### src/rtl/agu_pipelined_if.sv
// Handshake and operand bus between operand fetch, the pipelined AGU, and the memory/execute stage.
interface agu_pipelined_if #(
  parameter int unsigned ADDR_WIDTH     = 64,
  parameter int unsigned NUM_SLOTS      = 3,
  parameter int unsigned SIDEBAND_WIDTH = 128
) ();
  logic                            flush;
  logic                            in_valid;
  logic                            in_ready;
  logic [NUM_SLOTS-1:0]            mem_en_in;
  logic [NUM_SLOTS-1:0]            index_en_in;
  logic [NUM_SLOTS*ADDR_WIDTH-1:0] base_in;
  logic [NUM_SLOTS*ADDR_WIDTH-1:0] index_in;
  logic [NUM_SLOTS*2-1:0]          scale_in;
  logic [NUM_SLOTS*ADDR_WIDTH-1:0] disp_in;
  logic [SIDEBAND_WIDTH-1:0]       sideband_in;
  logic                            out_valid;
  logic                            out_ready;
  logic [NUM_SLOTS*ADDR_WIDTH-1:0] addr_out;
  logic [NUM_SLOTS-1:0]            mem_en_out;
  logic [SIDEBAND_WIDTH-1:0]       sideband_out;
  logic [1:0]                      inflight_out;
  logic                            fault_out;

  modport master (
    output flush, in_valid, mem_en_in, index_en_in, base_in, index_in, scale_in, disp_in,
           sideband_in, out_ready,
    input  in_ready, out_valid, addr_out, mem_en_out, sideband_out, inflight_out, fault_out
  );

  modport slave (
    input  flush, in_valid, mem_en_in, index_en_in, base_in, index_in, scale_in, disp_in,
           sideband_in, out_ready,
    output in_ready, out_valid, addr_out, mem_en_out, sideband_out, inflight_out, fault_out
  );
endinterface

### src/rtl/agu_pipelined.sv
// Two-stage pipelined AGU: per slot addr = base + (index << scale) + disp, valid/ready with flush.
// Optional 48-bit canonical-address check is enabled by defining AGU_CANONICAL_CHECK_EN.
module agu_pipelined #(
  parameter int unsigned ADDR_WIDTH     = 64,
  parameter int unsigned NUM_SLOTS      = 3,
  parameter int unsigned SIDEBAND_WIDTH = 128
) (
  input logic              clk,
  input logic              reset,
  agu_pipelined_if.slave   bus
);
  localparam int unsigned AW = ADDR_WIDTH;
  localparam int unsigned NS = NUM_SLOTS;
  localparam int unsigned SW = SIDEBAND_WIDTH;
  localparam int unsigned VW = NS * AW;

  logic          s1_valid_q, s1_valid_d;
  logic          s2_valid_q, s2_valid_d;
  logic [VW-1:0] s1_bd_q, s1_bd_d;
  logic [VW-1:0] s1_ix_q, s1_ix_d;
  logic [NS-1:0] s1_mem_en_q, s1_mem_en_d;
  logic [SW-1:0] s1_sb_q, s1_sb_d;
  logic [VW-1:0] s2_addr_q, s2_addr_d;
  logic [NS-1:0] s2_mem_en_q, s2_mem_en_d;
  logic [SW-1:0] s2_sb_q, s2_sb_d;
  logic [1:0]    inflight_q, inflight_d;

  logic          s2_adv_c, s1_adv_c, in_ready_c, accept_c, emit_c;
  logic [VW-1:0] sum_c;

  // Handshake: S2 drains first, S1 follows; flush blocks acceptance outright.
  always_comb begin
    s2_adv_c   = !s2_valid_q || bus.out_ready;
    s1_adv_c   = s1_valid_q && s2_adv_c;
    in_ready_c = !bus.flush && (!s1_valid_q || s1_adv_c);
    accept_c   = bus.in_valid && in_ready_c;
    emit_c     = s2_valid_q && bus.out_ready;
  end

  // S1: split the address into base+disp and the scaled index term.
  always_comb begin
    s1_bd_d     = s1_bd_q;
    s1_ix_d     = s1_ix_q;
    s1_mem_en_d = s1_mem_en_q;
    s1_sb_d     = s1_sb_q;
    if (accept_c) begin
      s1_mem_en_d = bus.mem_en_in;
      s1_sb_d     = bus.sideband_in;
      for (int unsigned i = 0; i < NS; i++) begin
        s1_bd_d[i*AW +: AW] = bus.base_in[i*AW +: AW] + bus.disp_in[i*AW +: AW];
        s1_ix_d[i*AW +: AW] = bus.index_en_in[i]
                            ? (bus.index_in[i*AW +: AW] << bus.scale_in[2*i +: 2])
                            : '0;
      end
    end
  end

  // S2: final modulo add; non-memory slots read as zero.
  always_comb begin
    for (int unsigned i = 0; i < NS; i++) begin
      sum_c[i*AW +: AW] = s1_mem_en_q[i] ? (s1_bd_q[i*AW +: AW] + s1_ix_q[i*AW +: AW]) : '0;
    end
    s2_addr_d   = s2_addr_q;
    s2_mem_en_d = s2_mem_en_q;
    s2_sb_d     = s2_sb_q;
    if (s1_adv_c) begin
      s2_addr_d   = sum_c;
      s2_mem_en_d = s1_mem_en_q;
      s2_sb_d     = s1_sb_q;
    end
  end

  always_comb begin
    s1_valid_d = s1_valid_q;
    s2_valid_d = s2_valid_q;
    inflight_d = inflight_q + 2'(accept_c) - 2'(emit_c);
    if (accept_c) begin
      s1_valid_d = 1'b1;
    end else if (s1_adv_c) begin
      s1_valid_d = 1'b0;
    end
    if (s1_adv_c) begin
      s2_valid_d = 1'b1;
    end else if (emit_c) begin
      s2_valid_d = 1'b0;
    end
    if (bus.flush) begin
      s1_valid_d = 1'b0;
      s2_valid_d = 1'b0;
      inflight_d = 2'd0;
    end
  end

  always_ff @(posedge clk) begin
    if (reset) begin
      s1_valid_q  <= 1'b0;
      s2_valid_q  <= 1'b0;
      s1_bd_q     <= '0;
      s1_ix_q     <= '0;
      s1_mem_en_q <= '0;
      s1_sb_q     <= '0;
      s2_addr_q   <= '0;
      s2_mem_en_q <= '0;
      s2_sb_q     <= '0;
      inflight_q  <= 2'd0;
    end else begin
      s1_valid_q  <= s1_valid_d;
      s2_valid_q  <= s2_valid_d;
      s1_bd_q     <= s1_bd_d;
      s1_ix_q     <= s1_ix_d;
      s1_mem_en_q <= s1_mem_en_d;
      s1_sb_q     <= s1_sb_d;
      s2_addr_q   <= s2_addr_d;
      s2_mem_en_q <= s2_mem_en_d;
      s2_sb_q     <= s2_sb_d;
      inflight_q  <= inflight_d;
    end
  end

`ifdef AGU_CANONICAL_CHECK_EN
  logic s2_fault_q, s2_fault_d;

  // Flag any enabled slot whose bits [AW-1:47] are not a uniform sign extension.
  always_comb begin
    s2_fault_d = s2_fault_q;
    if (s1_adv_c) begin
      s2_fault_d = 1'b0;
      for (int unsigned i = 0; i < NS; i++) begin
        if (s1_mem_en_q[i] && (|sum_c[i*AW+47 +: AW-47]) && !(&sum_c[i*AW+47 +: AW-47])) begin
          s2_fault_d = 1'b1;
        end
      end
    end
  end

  always_ff @(posedge clk) begin
    if (reset) begin
      s2_fault_q <= 1'b0;
    end else begin
      s2_fault_q <= s2_fault_d;
    end
  end

  assign bus.fault_out = s2_fault_q;
`else
  assign bus.fault_out = 1'b0;
`endif

  assign bus.in_ready     = in_ready_c;
  assign bus.out_valid    = s2_valid_q;
  assign bus.addr_out     = s2_addr_q;
  assign bus.mem_en_out   = s2_mem_en_q;
  assign bus.sideband_out = s2_sb_q;
  assign bus.inflight_out = inflight_q;
endmodule

### src/flat_wrapper.sv
// flat-port wrapper written by rule: the top's interface ports become plain ports
module agu_pipelined_flat 
#(
  parameter int unsigned ADDR_WIDTH     = 64,
  parameter int unsigned NUM_SLOTS      = 3,
  parameter int unsigned SIDEBAND_WIDTH = 128
)
  (clk, reset, bus_flush, bus_in_valid, bus_mem_en_in, bus_index_en_in, bus_base_in, bus_index_in, bus_scale_in, bus_disp_in, bus_sideband_in, bus_out_ready, bus_in_ready, bus_out_valid, bus_addr_out, bus_mem_en_out, bus_sideband_out, bus_inflight_out, bus_fault_out);
  agu_pipelined_if #(.ADDR_WIDTH(ADDR_WIDTH), .NUM_SLOTS(NUM_SLOTS), .SIDEBAND_WIDTH(SIDEBAND_WIDTH)) bus_i ();
  input logic clk;
  input logic reset;
  input wire logic [$bits(bus_i.flush)-1:0] bus_flush;
  input wire logic [$bits(bus_i.in_valid)-1:0] bus_in_valid;
  input wire logic [$bits(bus_i.mem_en_in)-1:0] bus_mem_en_in;
  input wire logic [$bits(bus_i.index_en_in)-1:0] bus_index_en_in;
  input wire logic [$bits(bus_i.base_in)-1:0] bus_base_in;
  input wire logic [$bits(bus_i.index_in)-1:0] bus_index_in;
  input wire logic [$bits(bus_i.scale_in)-1:0] bus_scale_in;
  input wire logic [$bits(bus_i.disp_in)-1:0] bus_disp_in;
  input wire logic [$bits(bus_i.sideband_in)-1:0] bus_sideband_in;
  input wire logic [$bits(bus_i.out_ready)-1:0] bus_out_ready;
  output wire logic [$bits(bus_i.in_ready)-1:0] bus_in_ready;
  output wire logic [$bits(bus_i.out_valid)-1:0] bus_out_valid;
  output wire logic [$bits(bus_i.addr_out)-1:0] bus_addr_out;
  output wire logic [$bits(bus_i.mem_en_out)-1:0] bus_mem_en_out;
  output wire logic [$bits(bus_i.sideband_out)-1:0] bus_sideband_out;
  output wire logic [$bits(bus_i.inflight_out)-1:0] bus_inflight_out;
  output wire logic [$bits(bus_i.fault_out)-1:0] bus_fault_out;
  assign bus_i.flush = bus_flush;
  assign bus_i.in_valid = bus_in_valid;
  assign bus_i.mem_en_in = bus_mem_en_in;
  assign bus_i.index_en_in = bus_index_en_in;
  assign bus_i.base_in = bus_base_in;
  assign bus_i.index_in = bus_index_in;
  assign bus_i.scale_in = bus_scale_in;
  assign bus_i.disp_in = bus_disp_in;
  assign bus_i.sideband_in = bus_sideband_in;
  assign bus_i.out_ready = bus_out_ready;
  assign bus_in_ready = bus_i.in_ready;
  assign bus_out_valid = bus_i.out_valid;
  assign bus_addr_out = bus_i.addr_out;
  assign bus_mem_en_out = bus_i.mem_en_out;
  assign bus_sideband_out = bus_i.sideband_out;
  assign bus_inflight_out = bus_i.inflight_out;
  assign bus_fault_out = bus_i.fault_out;
  agu_pipelined #(.ADDR_WIDTH(ADDR_WIDTH), .NUM_SLOTS(NUM_SLOTS), .SIDEBAND_WIDTH(SIDEBAND_WIDTH)) u_core (.clk(clk), .reset(reset), .bus(bus_i));
endmodule
### config.mk
export PLATFORM = sky130hd
export DESIGN_NAME = agu_pipelined_flat
export DESIGN_NICKNAME = d
export VERILOG_FILES = /design/src/rtl/agu_pipelined_if.sv /design/src/rtl/agu_pipelined.sv /design/src/flat_wrapper.sv
export SDC_FILE = /design/constraint.sdc
export NUM_CORES = 2
export LEC_CHECK = 0
export CAP_MARGIN = 40
export CORE_ASPECT_RATIO = 0.5
export CORE_MARGIN = 2
export CORE_UTILIZATION = 38
export CTS_BUF_LIST = sky130_fd_sc_hd__clkbuf_4 sky130_fd_sc_hd__clkbuf_8
export DETAILED_ROUTE_END_ITERATION = 10
export PLACE_DENSITY = 0.59
export SLEW_MARGIN = 25
export SYNTH_ARGS = -nofsm -noshare
export SYNTH_HDL_FRONTEND = slang
export SYNTH_SLANG_ARGS = --single-unit
export TNS_END_PERCENT = 5
### constraint.sdc
create_clock -name clk -period 4.29 [get_ports clk]
set_clock_uncertainty 0.1 [all_clocks]
set_input_delay 0.429 -clock clk [delete_from_list [all_inputs] [get_ports clk]]
set_output_delay 0.429 -clock clk [all_outputs]
set_load 0.1 [all_outputs]
==> out/metrics.cfg <==
[status]
outcome = completed

[setup_path]
worstSetupPathType = reg2reg
worstPathRequired_ns = 4.91
cp-end-kind = flop
cp_cell_sequence = ha_1, inv_1, fa_1, nand2b_1, a211oi_2, o21ai_0, nand3_1, a221oi_1, o41ai_2, a21oi_1, nor3_1, o21ai_0, a21o_1, a32o_1
critPathMaxStageDelay_ns = 0.52
rr_worst_depth = 14
startpoint_type = flop
rrSetupSlack_ns = 0.31
critPathCapture = u_core.bus.addr_out[186]$_SDFFE_PP0P_
reg2reg_to = u_core.bus.addr_out[186]$_SDFFE_PP0P_
path_common_cell = o21ai_0
critPathBufInv = 1
crit_path_top_delay_cell = o41ai_2
critical_path_depth = 14
worstPathArrival_ns = 4.60
startpoint = u_core.s1_ix_q[128]$_SDFFE_PP0P_
path_delay_family = compound AO/OA/AOI/OAI gates
r2r_start = u_core.s1_ix_q[128]$_SDFFE_PP0P_
cp_max_fo = 5

[placed_design]
numPortBuffers = 1047
dpl_worst_slack_ns = -0.183
dp_hpwl_um = 185000
dpl.cell_count = 10100
gp_congestion = 0.977

[drt]
drc = 0
finalWirelength_um = 236000
post_drt_via_cell_ratio = 5.53
wl_per_cell_um = 22.5
firstDrtPassIters = 6
via_count = 57900
drtAntennaViolNets = 0
drt_iter0_drc = 5005

[power_and_ir_drop]
power_density_mw_per_mm2 = 286
power_mw = 21.6
total_leakage_power_nw = 30.8
peakVddDrop_mv = 0.223

[clocking]
cts_root_buf = clkbuf_8
cts_buffer_depth = 3
path_clk_slew_ns = 0.07
cts_buffers = 133
htree_levels = 4
tritoncts = yes
cts.sink_count = 842
cts_setup_buffers = 0
clk_latency_ns = 0.85

[global_routing]
grt_overflow = 0
grt_pass1_vias = 54800
grt_pass1_wl_um = 348000
grt_antenna_before_repair = 49
grt_max_degree = 212
grt_usage = 0.311

[timing]
fin_hold_ws_ns = 0.0827
setup_slack_ns = 0.313
grt_setup_unrepaired = false
period_minus_slack_ns = 3.98
tightestPinTransition_ns = 1.08
setup_viol_count_final = 0
max_clock_freq_mhz = 251
hold_viol = 0
slew_violations = 0
finalCritPeriodShare = 0.927
relSlewSlack = 0.281

[hold_path]
min_path_type = in2reg
min_from = bus_sideband_in[53]

[finish]
nets = 9558
final_cells = 10500
final_common_cell = nand2_1
syn_to_final_growth_pct = 40.0
mostFrequentLayoutCells = nand2_1, a21oi_1, clkdlybuf4s50_1, dfxtp_1, ha_1
drive_above_1_share = 0.0967
final_util = 0.538

[yosys]
synth_cell_types = 98
synth_ff_type = dfxtp_1
synth.ff_latch_count = 842
yosys_warnings = 0
synth_cells = 7250
ys_seq_area_frac = 0.312
synth.top_cell.area_share = 0.312
synth_area_leader_cell = dfxtp_1
synthTopCellsByArea = dfxtp_1, nand2_1, a21oi_1
synth_enable_flop_cells = 0
syn_area_sq_mm = 0.0540
synthArstFlopShare = 0
synth_nets = 8357
syn_avg_cell_area_sq_um = 7.45

[die]
start_util = 0.384
die_h_um = 271
fp.dieArea_sq_mm = 0.145
rows = 97
fp.dieW_um = 537
core_area_sq_mm = 0.141
ioPinCount = 1049

[run]
cap_violations = 0

[kinds of logic (layout without fill, tap and decap cells)]
group / Yosys count / after routing / synth area share
AO/OA/AOI/OAI: 2159 / 2159 / 0.245
XOR/XNOR: 351 / 351 / 0.0569
adder cells (fa/ha/maj): 386 / 386 / 0.0902
buffers and inverters: 606 / 1909 / 0.0428
flip-flops: 842 / 842 / 0.312
multiplexers: 190 / 190 / 0.0354
other: 1 / 32 / 0.0000694
AND/OR/NAND/NOR: 2715 / 2715 / 0.218
[Yosys cell counts (all sizes together) (106+ instances only)]
| master | number |
|---|---|
| dfxtp | 842 |
| a21oi | 1019 |
| clkbuf | 457 |
| o21ai | 350 |
| nand2 | 1694 |
| inv | 106 |
| xor2 | 130 |
| mux2i | 183 |
| xnor2 | 221 |
| nand4 | 275 |
| ha | 380 |
| nor2 | 346 |
| a21o | 235 |
[sequential cells by signal, indices dropped and copies added, names as in the netlist]
signal                   count
u_core.bus.mem_en_out        3
u_core.bus.out_valid         1
u_core.bus.addr_out        192
u_core.bus.inflight_out      2
u_core.bus.sideband_out    128
u_core.s1_bd_q             192
u_core.s1_mem_en_q           3
u_core.s1_sb_q             128
u_core.s1_ix_q             192
u_core.s1_valid_q            1
[worst min-delay path by stage]
| stage | slack, ns | to | cells after the start |
|---|---|---|---|
| after floorplan | 0.33 | u_core.s1_bd_q[111]$_SDFFE_PP0P_ | 2 |
| after global placement | 0.33 | u_core.bus.addr_out[56]$_SDFFE_PP0P_ | 2 |
| after detailed placement | 0.34 | u_core.bus.addr_out[46]$_SDFFE_PP0P_ | 2 |
| after CTS | 0.003 | u_core.s1_sb_q[109]$_SDFFE_PP0P_ | 3 |
| after global routing | 0.05 | u_core.s1_sb_q[109]$_SDFFE_PP0P_ | 3 |
| final | 0.08 | u_core.s1_sb_q[53]$_SDFFE_PP0P_ | 3 |
[layer usage]
metal / wire (um) / part of all wire / track usage
met1: 101000 / 0.43 / 0.402
met5: 92 / 0.00039 / 0
met4: 10800 / 0.046 / 0.143
met3: 15600 / 0.066 / 0.0560
met2: 108000 / 0.46 / 0.501
[through the flow]
stage	instance area [sq um]	setup TNS [ns]
CTS	75400	0
finish	75600	0
floorplan	54000	0
global placement	66200	-0.263
global route	75600	0
detailed placement	71200	-0.855
[final cells by class]
cell class,count,area [sq um]
Clock buffer,193,2460
Timing Repair Buffer,1565,18000
Sequential cell,842,16900
Multi-Input combinational cell,5802,34900
Fill cell,13500,64900
Antenna cell,31,77.6
Clock inverter,44,537
Tap cell,1881,2350
Inverter,107,409
[worst min-delay path: stages]
cell and delay, ns:
clkdlybuf4s50_1 0.42, nand2_1 0.07, a21oi_1 0.05
[report_power, final]
part           switching (mW)  internal, mW
registers               0.212          8.10
logic                    3.07          2.27
clock network            3.70          4.24
total                    6.99          14.6
[what timing repair did]
item,CTS,global route
setup endpoints to repair,0,4
resized for setup,0,3
hold buffers,120,1
hold endpoints to repair,155,1
No activity file was read; power rests on OpenSTA's default activity.
